**config.mk**
```make
export PLATFORM = sky130hd
export DESIGN_NAME = iomem_gpio
export DESIGN_NICKNAME = d
export VERILOG_FILES = /design/src/rtl/iomem_pkg.sv /design/src/rtl/gpio_sync.sv /design/src/rtl/iomem_gpio.sv
export SDC_FILE = /design/constraint.sdc
export NUM_CORES = 1
export LEC_CHECK = 0
export CORE_UTILIZATION = 30
export DETAILED_ROUTE_END_ITERATION = 10
export PLACE_DENSITY = 0.75
export SETUP_SLACK_MARGIN = 0.02
export SYNTH_ARGS = -nofsm -noshare
export SYNTH_HDL_FRONTEND = slang
export SYNTH_SLANG_ARGS = --single-unit
```
**constraint.sdc**
```tcl
create_clock -name clk -period 1.3 [get_ports clk]
set_input_delay 0.13 -clock clk [delete_from_list [all_inputs] [get_ports clk]]
set_output_delay 0.13 -clock clk [all_outputs]
set_load 0.01 [all_outputs]
```
**src/rtl/iomem_pkg.sv**
```systemverilog
// Shared constants for iomem-mapped peripherals: select-decode field
// positions and widths, GPIO register byte offsets, and a byte-strobe
// expander used by every register write.
package iomem_pkg;

  localparam int unsigned ADDR_W = 32;
  localparam int unsigned DATA_W = 32;
  localparam int unsigned STRB_W = 4;

  // Peripheral select field iomem_addr[SEL_HI:SEL_LO]
  localparam int unsigned SEL_HI = 31;
  localparam int unsigned SEL_LO = 24;
  localparam int unsigned SEL_W  = SEL_HI - SEL_LO + 1;

  // Register word index iomem_addr[REG_HI:REG_LO]
  localparam int unsigned REG_HI = 7;
  localparam int unsigned REG_LO = 2;
  localparam int unsigned OFS_W  = REG_HI + 1;

  localparam logic [OFS_W-1:0] OFS_OUT    = 8'h00;
  localparam logic [OFS_W-1:0] OFS_OE     = 8'h04;
  localparam logic [OFS_W-1:0] OFS_IN     = 8'h08;
  localparam logic [OFS_W-1:0] OFS_STATUS = 8'h0C;
  localparam logic [OFS_W-1:0] OFS_MASK   = 8'h10;
  localparam logic [OFS_W-1:0] OFS_EDGE   = 8'h14;

  // Expand byte strobes into a per-bit write mask
  function automatic logic [DATA_W-1:0] strb_mask(input logic [STRB_W-1:0] strb);
    logic [DATA_W-1:0] m;
    m = '0;
    for (int i = 0; i < STRB_W; i++) begin
      m[i*8 +: 8] = {8{strb[i]}};
    end
    return m;
  endfunction

endpackage

```
**src/rtl/gpio_sync.sv**
```systemverilog
// N-bit multi-flop synchroniser for asynchronous pin inputs.
// Ports:
//   clk, reset  - clock and synchronous active-high reset
//   i_d         - asynchronous input bits
//   o_q         - final synchroniser stage
// STAGES must be at least 2.
module gpio_sync #(
  parameter int unsigned WIDTH  = 8,
  parameter int unsigned STAGES = 2
) (
  input  logic             clk,
  input  logic             reset,
  input  logic [WIDTH-1:0] i_d,
  output logic [WIDTH-1:0] o_q
);

  logic [STAGES-1:0][WIDTH-1:0] r_stage;

  // Shift chain: index 0 samples the pin, STAGES-1 is the output
  always_ff @(posedge clk) begin
    if (reset) begin
      r_stage <= '0;
    end else begin
      r_stage <= {r_stage[STAGES-2:0], i_d};
    end
  end

  assign o_q = r_stage[STAGES-1];

endmodule

```
**src/rtl/iomem_gpio.sv**
```systemverilog
// iomem-mapped GPIO block: output/enable registers, synchronised input
// readback and, with IOMEM_GPIO_IRQ_EN defined, an edge-triggered sticky
// STATUS register with mask, edge polarity select and level interrupt.
// Without IOMEM_GPIO_IRQ_EN, STATUS/MASK/EDGE read 0 and irq is tied low.
// Ports:
//   clk, reset           - clock and synchronous active-high reset
//   iomem_valid/ready    - request and one-cycle completion pulse
//   iomem_wstrb          - byte write strobes (0 = read)
//   iomem_addr/wdata     - byte address and write data
//   iomem_rdata          - registered read data, held between accesses
//   gpio_in              - asynchronous pin inputs
//   gpio_out, gpio_oe    - pin output values and enables (1 = drive)
//   irq                  - level interrupt |(STATUS & MASK), registered
module iomem_gpio
  import iomem_pkg::*;
#(
  parameter int unsigned WIDTH       = 8,
  parameter logic [7:0]  BASE        = 8'h03,
  parameter int unsigned SYNC_STAGES = 2
) (
  input  logic              clk,
  input  logic              reset,
  input  logic              iomem_valid,
  output logic              iomem_ready,
  input  logic [3:0]        iomem_wstrb,
  input  logic [31:0]       iomem_addr,
  input  logic [31:0]       iomem_wdata,
  output logic [31:0]       iomem_rdata,
  input  logic [WIDTH-1:0]  gpio_in,
  output logic [WIDTH-1:0]  gpio_out,
  output logic [WIDTH-1:0]  gpio_oe,
  output logic              irq
);

  localparam int unsigned WARM_W = 3;
  localparam logic [WARM_W-1:0] WARM_DONE = WARM_W'(SYNC_STAGES + 1);

  logic                r_ready;
  logic [DATA_W-1:0]   r_rdata;
  logic [WIDTH-1:0]    r_out;
  logic [WIDTH-1:0]    r_oe;

  logic                w_sel;
  logic                w_wr;
  logic [OFS_W-1:0]    w_ofs;
  logic [DATA_W-1:0]   w_mask32;
  logic [WIDTH-1:0]    w_wmask;
  logic [WIDTH-1:0]    w_wdata;
  logic [WIDTH-1:0]    w_sync;
  logic [DATA_W-1:0]   w_rdata;
  logic                w_unused;

  // Byte-masked update of a WIDTH-bit register
  function automatic logic [WIDTH-1:0] f_merge(input logic [WIDTH-1:0] old_v,
                                               input logic [WIDTH-1:0] new_v,
                                               input logic [WIDTH-1:0] mask);
    return (old_v & ~mask) | (new_v & mask);
  endfunction

  // Access decode; ready high blocks a re-select so each access takes 2 cycles
  always_comb begin
    w_sel    = iomem_valid && !r_ready && (iomem_addr[SEL_HI:SEL_LO] == BASE);
    w_wr     = w_sel && (iomem_wstrb != 4'b0000);
    w_ofs    = {iomem_addr[REG_HI:REG_LO], 2'b00};
    w_mask32 = strb_mask(iomem_wstrb);
    w_wmask  = WIDTH'(w_mask32);
    w_wdata  = WIDTH'(iomem_wdata);
  end

  // Unused address/data bits are ignored by design
  assign w_unused = &{1'b0, iomem_addr[23:8], iomem_addr[1:0], iomem_wdata, w_mask32};

  gpio_sync #(
    .WIDTH  (WIDTH),
    .STAGES (SYNC_STAGES)
  ) u_sync (
    .clk   (clk),
    .reset (reset),
    .i_d   (gpio_in),
    .o_q   (w_sync)
  );

`ifdef IOMEM_GPIO_IRQ_EN
  logic [WIDTH-1:0]  r_status;
  logic [WIDTH-1:0]  r_mask;
  logic [WIDTH-1:0]  r_edge;
  logic [WIDTH-1:0]  r_prev;
  logic [WARM_W-1:0] r_warm;
  logic              r_irq;
  logic              w_armed;
  logic [WIDTH-1:0]  w_hit;
  logic [WIDTH-1:0]  w_clr;

  // Edge detect on raw synchronised samples only, so EDGE writes never fake an edge
  always_comb begin
    w_armed = (r_warm == WARM_DONE);
    w_hit   = '0;
    if (w_armed) begin
      w_hit = (r_edge & r_prev & ~w_sync) | (~r_edge & ~r_prev & w_sync);
    end
    w_clr = '0;
    if (w_wr && (w_ofs == OFS_STATUS)) begin
      w_clr = w_wdata & w_wmask;
    end
  end

  // Sticky status (set beats clear), interrupt controls and warm-up counter
  always_ff @(posedge clk) begin
    if (reset) begin
      r_status <= '0;
      r_mask   <= '0;
      r_edge   <= '0;
      r_prev   <= '0;
      r_warm   <= '0;
      r_irq    <= 1'b0;
    end else begin
      r_prev   <= w_sync;
      if (!w_armed) begin
        r_warm <= r_warm + WARM_W'(1);
      end
      r_status <= (r_status & ~w_clr) | w_hit;
      if (w_wr && (w_ofs == OFS_MASK)) begin
        r_mask <= f_merge(r_mask, w_wdata, w_wmask);
      end
      if (w_wr && (w_ofs == OFS_EDGE)) begin
        r_edge <= f_merge(r_edge, w_wdata, w_wmask);
      end
      r_irq    <= |(r_status & r_mask);
    end
  end

  assign irq = r_irq;
`else
  assign irq = 1'b0;
`endif

  // Read mux; unmapped offsets return 0
  always_comb begin
    w_rdata = '0;
    case (w_ofs)
      OFS_OUT:    w_rdata = DATA_W'(r_out);
      OFS_OE:     w_rdata = DATA_W'(r_oe);
      OFS_IN:     w_rdata = DATA_W'(w_sync);
`ifdef IOMEM_GPIO_IRQ_EN
      OFS_STATUS: w_rdata = DATA_W'(r_status);
      OFS_MASK:   w_rdata = DATA_W'(r_mask);
      OFS_EDGE:   w_rdata = DATA_W'(r_edge);
`endif
      default:    w_rdata = '0;
    endcase
  end

  // Bus handshake, read data capture and pin control registers
  always_ff @(posedge clk) begin
    if (reset) begin
      r_ready <= 1'b0;
      r_rdata <= '0;
      r_out   <= '0;
      r_oe    <= '0;
    end else begin
      r_ready <= w_sel;
      if (w_sel) begin
        r_rdata <= w_rdata;
      end
      if (w_wr && (w_ofs == OFS_OUT)) begin
        r_out <= f_merge(r_out, w_wdata, w_wmask);
      end
      if (w_wr && (w_ofs == OFS_OE)) begin
        r_oe <= f_merge(r_oe, w_wdata, w_wmask);
      end
    end
  end

  assign iomem_ready = r_ready;
  assign iomem_rdata = r_rdata;
  assign gpio_out    = r_out;
  assign gpio_oe     = r_oe;

endmodule

```
==> impl_metrics.env, run 1 <==
export IMPL_fp_dieH_um=79.2
export IMPL_grt_pass1_vias=1509
export IMPL_grt_max_degree=42
export IMPL_ctsLongestPathBuffers=2
export IMPL_finalInstanceArea_um2=2750
export IMPL_cts_tree="built"
export IMPL_yosysUniqueCellTypes=25
export IMPL_globalplace_congestion=0.730
export IMPL_period_needed_ns=1.39
export IMPL_dieArea_um2=6270
export IMPL_critPathKind="register to register"
export IMPL_drtPass1Iterations=4
export IMPL_numCtsBuffers=5
export IMPL_vias=1610
export IMPL_worst_slack_ns=-0.0875
export IMPL_syn_area_um2=1790
export IMPL_start_util=0.319
export IMPL_switching_share=0.233
export IMPL_wirelength_um=4940
export IMPL_core_area_um2=5610
export IMPL_syn_to_final_growth_pct=53.9
export IMPL_grt_use_total=0.155
export IMPL_power_share_combinational=0.115
export IMPL_ys_warn_count=0
export IMPL_worstSetupStartpointType="register"
export IMPL_final_instance_count_excl_fill=337
export IMPL_holdCritPathClass="input pin to register"
export IMPL_endpoint_kind="register"
export IMPL_pwr_share_seq=0.536
export IMPL_nFillCells=527
export IMPL_holdWs_ns=0.380
export IMPL_ir_worst_vdd_uv=588
export IMPL_wl_per_cell_um=14.6
export IMPL_switching_power_mw=0.557
export IMPL_boundaryPins=129
export IMPL_grt_pass1_wl_um=7190
export IMPL_setup_tns_ns=-1.15
export IMPL_regToRegSetupSlack_ns=-0.09
export IMPL_period_share=1.07
export IMPL_placedCellCount=322
export IMPL_status="finished with violations"
export IMPL_drt_iter0_drc=79
export IMPL_layout_commonest_cell="dfxtp_1"
export IMPL_syn_inst=191
export IMPL_drc=0
export IMPL_antenna_found_initial=0
export IMPL_dpl_instance_area_um2=2440
export IMPL_gr_total_overflow=0
export IMPL_final_nets=344
export IMPL_max_freq_mhz=721
export IMPL_ctsHoldBuffers=0
export IMPL_p_int_mw=1.84
export IMPL_via_per_inst=4.78
export IMPL_final_cell_mix="dfxtp_1 (40), dlygate4sd2_1 (28), clkdlybuf4s50_1 (26)"
export IMPL_io_buffers=58
export IMPL_cts_clk_slew_worst_paths_ns=0.08
export IMPL_cp_data_arrival_time_ns=1.57
export IMPL_ys_flop_type="dfxtp_1"
export IMPL_drive_gt1_frac=0.260
export IMPL_finalHoldViolations=0
export IMPL_htreeDepth=2
export IMPL_crit_required_ns=1.48
export IMPL_ys_async_sr_fraction=0
export IMPL_cts_root_buf="clkbuf_8"
export IMPL_syn_area_per_cell_um2=9.35
export IMPL_num_rows=27
export IMPL_synth_edf_count=0
export IMPL_power_density_nw_per_um2=871
export IMPL_clock_skew_final_ns=0.00669
export IMPL_violations="negative setup slack"
export IMPL_die_x_um=79.2
export IMPL_dp_hpwl_um=3160
export IMPL_synth_seq_cells=41
export IMPL_crit_fanout=8
export IMPL_setup_viol=24
export IMPL_drv_cap=0
export IMPL_clock_latency_ns=0.29
export IMPL_clock_sinks=41
export IMPL_rsz0062_at_grt="true"
export IMPL_seq_area_frac_synth=0.459
export IMPL_ant_nets=0
export IMPL_drv_slew=0
export IMPL_clock_power_share=0.349
export IMPL_cellLeakagePower_nw=1.14
export IMPL_antenna_cells=0
synthesized netlist by cell type, types with 2 or more instances:
library cell,instances,area (µm²)
a21oi_1,16,80.1
a22oi_1,8,60.1
and4_1,2,17.5
buf_1,3,11.3
buf_2,2,10.0
buf_4,26,195
clkbuf_1,6,22.5
dfxtp_1,41,821
mux2i_1,8,80.1
nand3_1,17,85.1
nor2_1,10,37.5
nor2b_1,17,106
o21ai_0,16,80.1
o2bb2ai_1,8,70.1
critical path, stage by stage (launching register included):
cell     delay (ns)
dfxtp_2        0.32
and4b_2        0.31
nand4_1        0.20
buf_6          0.23
o21ai_2        0.14
a21oi_2        0.07
final timing paths:
kind,start,end,cells past startpoint
worst max-delay path,iomem_ready$_SDFF_PP0_,register,5
worst min-delay path,gpio_in[0],u_sync.r_stage[0]$_SDFF_PP0_,2
worst max register to register,iomem_ready$_SDFF_PP0_,register,5
worst min register to register,u_sync.r_stage[7]$_SDFF_PP0_,u_sync.o_q[7]$_SDFF_PP0_,1
final cells by class:
class | instances | area, µm² | area share
repair buffers | 81 | 786 | 0.286
clock buffers | 6 | 82.6 | 0.0300
well taps | 72 | 90.1 | 0.0328
clock inverters | 1 | 7.51 | 0.00273
multi-input cells | 136 | 962 | 0.350
flip-flops and latches | 41 | 822 | 0.299
logic make-up (layout without fill, tap and decap cells):
group                  Yosys count  in the layout  share of synthesized area
buffers and inverters           38             88                      0.140
DFF                             41             41                      0.459
other                            1             25                    0.00210
and+or+nand+nor                 54             54                      0.187
AOI/OAI and AO/OA               49             49                      0.167
muxes                            8              8                     0.0448
metrics by stage:
step,setup WS (ns),power [mW],utilization
after CTS,-0.0601,2.42,0.466
after floorplan,0.00630,1.47,-
after detailed placement,-0.393,1.57,0.434
after global routing,-0.144,2.50,0.490
final,-0.0875,2.40,0.490
after global placement,-0.348,1.56,0.434
power by group through the flow:
stage                     clock network, mW  logic (mW)  registers [mW]
after floorplan                           0       0.160            1.31
final                                 0.836       0.276            1.28
after global placement                    0       0.252            1.31
after global routing                  0.917       0.299            1.29
after CTS                             0.869       0.266            1.28
after detailed placement                  0       0.256            1.31
repair_timing:
item | CTS | global route
gates cloned | 2 | 1
setup buffers | 4 | 1
pin swaps | 18 | 12
gates resized for setup | 61 | 30
setup endpoints to repair | 42 | 24
per-layer routing:
metal | GRT usage | vias to the layer above | routed length (µm)
met3 | 0.0609 | 14 | 435
met5 | 0 | - | 0
met2 | 0.267 | 85 | 2610
met4 | 0.0891 | 0 | 121
li1 | - | 771 | -
met1 | 0.160 | 740 | 1770
Note: power is estimated with default switching activity, not from simulation.
==> run 2: changes to the inputs <==
- CORE_ASPECT_RATIO: default -> 1.25
- PLACE_DENSITY: 0.75 -> 0.72
- clock period: 1.3 -> 1.5 ns (I/O delays scaled with it)
==> impl_metrics.env, run 2 (same netlist as run 1, synthesis figures left out) <==
export IMPL_boundaryPins=129
export IMPL_fp_dieH_um=88.3
export IMPL_path_cells="clkdlybuf4s50_1 -> nor4_4 -> and4_4 -> buf_12 -> nand3_1 -> a21oi_1"
export IMPL_grt_pass1_vias=1435
export IMPL_worstSetupStartpointType="input pin"
export IMPL_ir_worst_vdd_uv=425
export IMPL_violations="design-rule violations"
export IMPL_final_instance_count_excl_fill=324
export IMPL_rsz0062_at_grt="true"
export IMPL_final_cell_mix="clkdlybuf4s50_1 (58), dfxtp_1 (41), conb_1 (25)"
export IMPL_antenna_found_initial=0
export IMPL_r2r_cells=5
export IMPL_max_freq_mhz=705
export IMPL_cts_tree="built"
export IMPL_drive_gt1_frac=0.109
export IMPL_dp_hpwl_um=3010
export IMPL_grt_pass1_wl_um=6530
export IMPL_clock_power_share=0.407
export IMPL_gr_total_overflow=0
export IMPL_htreeDepth=2
export IMPL_wl_per_cell_um=12.6
export IMPL_via_per_inst=4.70
export IMPL_regToRegSetupSlack_ns=0.14
export IMPL_period_share=0.946
export IMPL_ant_nets=0
export IMPL_period_needed_ns=1.42
export IMPL_status="finished with violations"
export IMPL_drt_iter0_drc=71
export IMPL_vias=1522
export IMPL_switching_share=0.215
export IMPL_finalHoldViolations=0
export IMPL_holdCritPathClass="input pin to register"
export IMPL_pwr_share_seq=0.493
export IMPL_ctsLongestPathBuffers=2
export IMPL_endpoint_kind="register"
export IMPL_crit_start="iomem_addr[28]"
export IMPL_die_x_um=71.0
export IMPL_slowest_delay_ns=0.44
export IMPL_syn_to_final_growth_pct=43.2
export IMPL_layout_commonest_cell="clkdlybuf4s50_1"
export IMPL_ctsHoldBuffers=0
export IMPL_numCtsBuffers=5
export IMPL_placedCellCount=316
export IMPL_num_rows=31
export IMPL_cts_root_buf="clkbuf_8"
export IMPL_r2r_start="iomem_ready$_SDFF_PP0_"
export IMPL_drtPass1Iterations=7
export IMPL_clock_latency_ns=0.30
export IMPL_drv_cap=0
export IMPL_nFillCells=557
export IMPL_postCtsSetupRepairBufs=0
export IMPL_start_util=0.309
export IMPL_io_buffers=58
export IMPL_final_nets=336
export IMPL_switching_power_mw=0.484
export IMPL_wirelength_um=4080
export IMPL_cellLeakagePower_nw=0.944
export IMPL_core_area_um2=5780
export IMPL_grt_use_total=0.136
export IMPL_crit_required_ns=1.73
export IMPL_dieArea_um2=6270
export IMPL_cts_clk_slew_worst_paths_ns=0.08
export IMPL_clock_skew_final_ns=0.00559
export IMPL_critPathKind="input pin to register"
export IMPL_cpMaxStageDelayCell="clkdlybuf4s50_1"
export IMPL_globalplace_congestion=0.726
export IMPL_drv_slew=0
export IMPL_postLayoutCoreUtil=0.443
export IMPL_crit_fanout=16
export IMPL_grt_max_degree=42
export IMPL_antenna_cells=0
export IMPL_power_share_combinational=0.100
export IMPL_setup_viol=0
export IMPL_p_int_mw=1.77
export IMPL_power_density_nw_per_um2=881
export IMPL_cp_data_arrival_time_ns=1.65
export IMPL_drc=8
export IMPL_clock_sinks=41
[run 2: changes by cell type in the layout (fill, tap and decap cells not counted), moves of 8 or more]
cell / delta
clkdlybuf4s50_1: +32
a22oi_2: -8
o21ai_2: -15
dlygate4sd2_1: -28
o21ai_0: +11
a22oi_1: +8
[run 2: cell type report]
type                    count  area, µm²  share of cell area
clock buffers               6       82.6              0.0323
clock inverters             2       37.5              0.0147
multi-input cells         136        817               0.319
flip-flops and latches     41        821               0.321
well taps                  66       82.6              0.0323
repair buffers             73        718               0.281
[run 2: per-layer routing]
layer,routed length (µm),GRT usage,up-vias
met5,0,0,-
met4,72,0.0782,0
met3,356,0.0387,7
met2,2120,0.248,74
met1,1530,0.141,688
li1,-,-,753
[run 2: power groups by stage]
| stage | clock [mW] | sequential (mW) | combinational, mW |
|---|---|---|---|
| after CTS | 0.947 | 1.11 | 0.221 |
| final | 0.917 | 1.11 | 0.225 |
| after floorplan | 0 | 1.14 | 0.139 |
| after global routing | 0.988 | 1.11 | 0.244 |
| after global placement | 0 | 1.14 | 0.219 |
| after detailed placement | 0 | 1.14 | 0.221 |
[run 2: what timing repair did]
action	CTS	global route
endpoints found under the setup margin	0	11
hold endpoints to repair	0	0
resized for setup	0	7
[run 2: critical path, delay by kind of cell]
| family | cells | cell delay (ns) |
|---|---|---|
| AO/OA/AOI/OAI | 1 | 0.15 |
| buffers and inverters | 2 | 0.58 |
| AND/OR/NAND/NOR | 3 | 0.75 |
[run 2: stage by stage]
step	power, mW	area (µm²)	hold slack [ns]	setup TNS (ns)	setup WS [ns]
3_5_place_dp	1.36	2430	0.421	-3.81	-0.207
3_3_place_gp	1.36	2430	0.422	-3.06	-0.162
2_1_floorplan	1.27	1880	0.222	0	0.158
5_1_grt	2.35	2560	0.389	0	0.00589
6_report	2.25	2560	0.397	0	0.0806
4_1_cts	2.28	2550	0.386	0	0.0848
[run 2: worst min-delay path by stage]
| stage | startpoint | to | cells after the start |
|---|---|---|---|
| 6_report | gpio_in[0] | u_sync.r_stage[0]$_SDFF_PP0_ | 2 |
| 5_1_grt | gpio_in[0] | u_sync.r_stage[0]$_SDFF_PP0_ | 2 |
| 4_1_cts | gpio_in[0] | u_sync.r_stage[0]$_SDFF_PP0_ | 2 |
| 3_5_place_dp | u_sync.r_stage[3]$_SDFF_PP0_ | u_sync.o_q[3]$_SDFF_PP0_ | 1 |
| 3_3_place_gp | u_sync.r_stage[7]$_SDFF_PP0_ | u_sync.o_q[7]$_SDFF_PP0_ | 1 |
| 2_1_floorplan | reset | u_sync.o_q[7]$_SDFF_PP0_ | 1 |
